[src/rtl/queue.sv]
// rtl/queue.sv - order-preserving fixed-capacity queue with per-slot random-access pop
module queue #(
  parameter int  Size = 4,
  parameter type T    = logic [7:0]
) (
  input  logic                       i_clk,
  input  logic                       i_rst,
  input  logic                       i_push,
  input  T                           i_data,
  input  logic                       i_pop  [Size-1:0],
  output logic [$clog2(Size+1)-1:0]  o_size,
  output T                           o_data [Size-1:0]
);

  localparam int SW = $clog2(Size + 1);
  typedef logic [SW-1:0] cnt_t;

  T     data_q [Size-1:0];
  T     data_d [Size-1:0];
  cnt_t size_q;
  cnt_t size_d;

  cnt_t popped;
  cnt_t dst;
  cnt_t kept;

  // Compact survivors toward slot 0 (dest = index minus pops below it), then append
  // the push after the survivors if there is room.
  always_comb begin
    for (int j = 0; j < Size; j++) begin
      data_d[j] = '0;
    end
    popped = '0;
    dst    = '0;
    for (int k = 0; k < Size; k++) begin
      if (cnt_t'(k) < size_q) begin
        if (i_pop[k]) begin
          popped = popped + cnt_t'(1);
        end else begin
          dst = cnt_t'(k) - popped;
          for (int j = 0; j < Size; j++) begin
            if (cnt_t'(j) == dst) begin
              data_d[j] = data_q[k];
            end
          end
        end
      end
    end
    kept   = size_q - popped;
    size_d = kept;
    if (i_push && (kept < cnt_t'(Size))) begin
      for (int j = 0; j < Size; j++) begin
        if (cnt_t'(j) == kept) begin
          data_d[j] = i_data;
        end
      end
      size_d = kept + cnt_t'(1);
    end
  end

  // Storage and occupancy registers; reset clears everything immediately.
  always_ff @(posedge i_clk or posedge i_rst) begin
    if (i_rst) begin
      size_q <= '0;
      for (int j = 0; j < Size; j++) begin
        data_q[j] <= '0;
      end
    end else begin
      size_q <= size_d;
      for (int j = 0; j < Size; j++) begin
        data_q[j] <= data_d[j];
      end
    end
  end

  assign o_size = size_q;
  assign o_data = data_q;

endmodule

[config.mk]
export PLATFORM = sky130hd
export DESIGN_NAME = queue
export DESIGN_NICKNAME = d
export VERILOG_FILES = /design/src/rtl/queue.sv
export SDC_FILE = /design/constraint.sdc
export NUM_CORES = 1
export LEC_CHECK = 0
export ABC_AREA = 0
export CAP_MARGIN = 20
export CELL_PAD_IN_SITES_DETAIL_PLACEMENT = 0
export CELL_PAD_IN_SITES_GLOBAL_PLACEMENT = 2
export CORE_UTILIZATION = 36
export DETAILED_ROUTE_END_ITERATION = 7
export PLACE_DENSITY_LB_ADDON = 0.3
export RECOVER_POWER = 100
export SYNTH_ARGS = -nofsm -noshare
export SYNTH_HDL_FRONTEND = slang
export SYNTH_SLANG_ARGS = --single-unit
[constraint.sdc]
create_clock -name i_clk -period 9.77 [get_ports i_clk]
set_input_delay 1.954 -clock i_clk [delete_from_list [all_inputs] [get_ports i_clk]]
set_output_delay 1.954 -clock i_clk [all_outputs]
set_load 0.01 [all_outputs]
==> metrics.yaml <==
timing:
  tightest_slew_ns: 1.93
  rsz0062_at_grt: "false"
  fmax_mhz: 147
  fin_hold_ws_ns: 0.609
  finalCriticalPeriod_ns: 6.79
  finalSetupViolCount: 0
  hold_viol: 0
  setup_slack_ns: 2.98
  fin_skew_ns: 0.00565
  relSlewSlack: -0.284
  finalCritPeriodShare: 0.695
  drv_slew: 36
  tns_ns: 0
synthesis:
  ys_dominant_reg_cell: "dfrtp_1"
  synth_edf_count: 0
  synth.top_cells.by_count: "dfrtp_1, mux2i_1, nand2_1"
  ys_seq_area_frac: 0.357
  yosysUniqueCellTypes: 53
  avgSynthCellArea_um2: 10.9
  synth_compound_area_frac: 0.178
  synth_fa_ha_area_frac: 0.0490
  yosys_warnings: 0
  syn_area_um2: 2450
  yosysTopAreaCellShare: 0.357
  yosys.area_share.simple: 0.175
  synth_xor_area_frac: 0.0286
  yosysMostFrequentCell: "dfrtp_1"
  synth_area_leaders: "dfrtp_1, mux2i_1, mux2_4"
  synthCells: 226
  synthArstFlopShare: 1.00
  syn_nets: 250
  synth_seq_cells: 35
  yosys.area.top_type: "dfrtp_1"
  synth_top_family_by_area: "compound AO/OA/AOI/OAI gates"
  synthMuxAreaShare: 0.149
setup_path:
  path_max_fanout: 17
  cpPeakStageDelay_ns: 1.04
  path_common_cell: "ha_1"
  worstSetupPathType: "in2reg"
  end_kind: "flip-flop"
  crit_required_ns: 9.97
  cpMaxStageDelayCell: "dlygate4sd3_1"
  worst-endpoint-arrival_ns: 7.00
  start_kind: "primary input"
  timing.critical_path.cells: "dlygate4sd3_1, xor2_1, o21a_2, ha_1, o21ai_0, a21oi_1, ha_1, mux2_2, fa_1, or3_1, and2_0, ha_1, nand4_1, mux2i_1"
floorplan:
  num_io_pins: 50
  die_h_um: 84.5
  rows: 29
  dieArea_um2: 7150
  fp.dieW_um: 84.5
  coreArea_um2: 6460
  initial_core_util: 0.380
cells_and_area:
  areaGrowthSynthToFinish_pct: 21.0
  diodes: 0
  fin_nets: 295
  drive_above_1_share: 0.0919
routing:
  wl_met3_um: 449
  wl_met2_mm: 2.91
  drc: 8
  antenna_left: 0
  vias: 1968
  m1WireLength_mm: 3.31
  first_pass_iters: 8
  vias_per_cell: 5.64
  post_drt_wl_per_cell_um: 19.3
  top_layer: "met4"
  routed_wl_mm: 6.74
  first_iter_violations: 242
pwr:
  pwr-share-clk: 0.147
  p_sw_w: 0.000398
  seqPwrFrac: 0.291
  power_density_nw_per_um2: 300
  ir_drop_mv: 0.214
  pwr-share-comb: 0.562
  power.leakage_nw: 1.50
  swShare: 0.446
  p_int_w: 0.000494
cts:
  htreeDepth: 2
  cts_tree: "built"
  clk_pin_slew_ns: 0.08
  cts_made_buffers: 5
  cts_buffer_depth: 2
  cts.sinks: 35
  post_cts_buffers: 0
  cts_resized: 0
  insertion_delay_ns: 0.29
  postCtsHoldBufs: 0
  cts-root-buf: "clkbuf_8"
place:
  routabilityCongestion: 0.802
  io_buffers: 49
  dp_hpwl_mm: 4.85
  pre_cts_ws_ns: 3.00
global_route:
  antenna_found_initial: 0
  track_usage: 0.198
  grt_max_degree: 36
  grt_pass1_wl_mm: 10.8
  grt_pass1_vias: 1904
  grt_remaining_overflow: 0
run_status:
  status: "complete, but fails checks"
  violations: "DRC, capacitance limit, slew limit"
worst_hold_path:
  holdCritPathClass: "reg2reg"
flow_run:
  maxCapViolCount: 1
power by group through the flow:
stage                     logic [W]  clock network, W  registers, W
after detailed placement   0.000572                 0      0.000264
after floorplan            0.000418                 0      0.000252
after global routing       0.000547          0.000143      0.000270
after global placement     0.000568                 0      0.000265
final                      0.000501          0.000131      0.000260
after CTS                  0.000575          0.000134      0.000262
worst max-delay path, delay by kind of cell:
kind | cells | cell delay (ns)
buffers and inverters | 1 | 1.04
XOR/XNOR | 1 | 0.65
multiplexers | 2 | 0.52
adder cells (fa/ha/maj) | 4 | 1.16
AO/OA/AOI/OAI | 3 | 0.55
AND/OR/NAND/NOR | 3 | 1.10
per-stage QoR:
| step | std cells | power, W | cell area, µm² | utilization |
|---|---|---|---|---|
| 2_1_floorplan | 226 | 0.000670 | 2450 | - |
| 3_3_place_gp | 341 | 0.000833 | 2960 | 0.458 |
| 3_5_place_dp | 341 | 0.000836 | 2960 | 0.458 |
| 4_1_cts | 349 | 0.000971 | 3070 | 0.476 |
| 5_1_grt | 349 | 0.000960 | 2970 | 0.460 |
| 6_report | 349 | 0.000892 | 2970 | 0.460 |
registers in the layout, indices dropped and copies added, names as in the netlist:
register / count
o_data: 32
o_size: 3
cells by family (layout without fill, tap and decap cells):
kind of cell | count (synthesis) | after routing
compound gates | 48 | 48
xor+xnor | 5 | 5
fa+ha+maj | 9 | 9
buf+inv | 29 | 75
flops | 35 | 35
mux | 33 | 33
other cells | 1 | 1
simple gates | 66 | 66
layout make-up:
type / instances / area (µm²)
multi-input combinational: 162 / 1330
clock buffer: 5 / 68.8
sequential: 35 / 876
timing repair buffer: 50 / 494
inverter: 17 / 63.8
fill: 647 / 3490
tap: 77 / 96.3
clock inverter: 3 / 43.8
final timing paths:
kind | startpoint | to | slack, ns | depth (start not counted)
setup / recovery | i_pop[0] | o_data[26] | 2.98 | 14
hold / removal | o_data[27] | o_data[27] | 0.61 | 2
setup reg to reg | o_size[2] | o_data[26] | 5.38 | 13
hold reg to reg | o_data[27] | o_data[27] | 0.61 | 2
max in group asynchronous | i_rst | o_data[10] | 5.87 | 3
min in group asynchronous | i_rst | o_data[21] | 2.78 | 3
per-layer routing:
metal / up-vias / GRT usage
met5: - / 0
met4: 0 / 0.0508
met3: 5 / 0.0403
met2: 75 / 0.290
met1: 956 / 0.296
li1: 932 / -
layout by cell type (no fill, tap or decap), types with 3 or more instances in the layout:
cell type / Yosys / layout
a222oi_1: 8 / 8
a31oi_1: 7 / 7
a32oi_1: 8 / 8
clkbuf_8: 0 / 5
clkdlybuf4s50_1: 0 / 12
dfrtp_1: 35 / 35
dlygate4sd3_1: 0 / 37
ha_1: 8 / 8
inv_1: 14 / 14
inv_2: 3 / 3
mux2_1: 0 / 7
mux2i_1: 25 / 25
nand2_1: 20 / 20
nand3_1: 8 / 10
nand4b_1: 8 / 8
nor2_1: 11 / 11
o2bb2ai_1: 8 / 8
xor2_1: 3 / 4
Power figures use the tool's default switching activity.
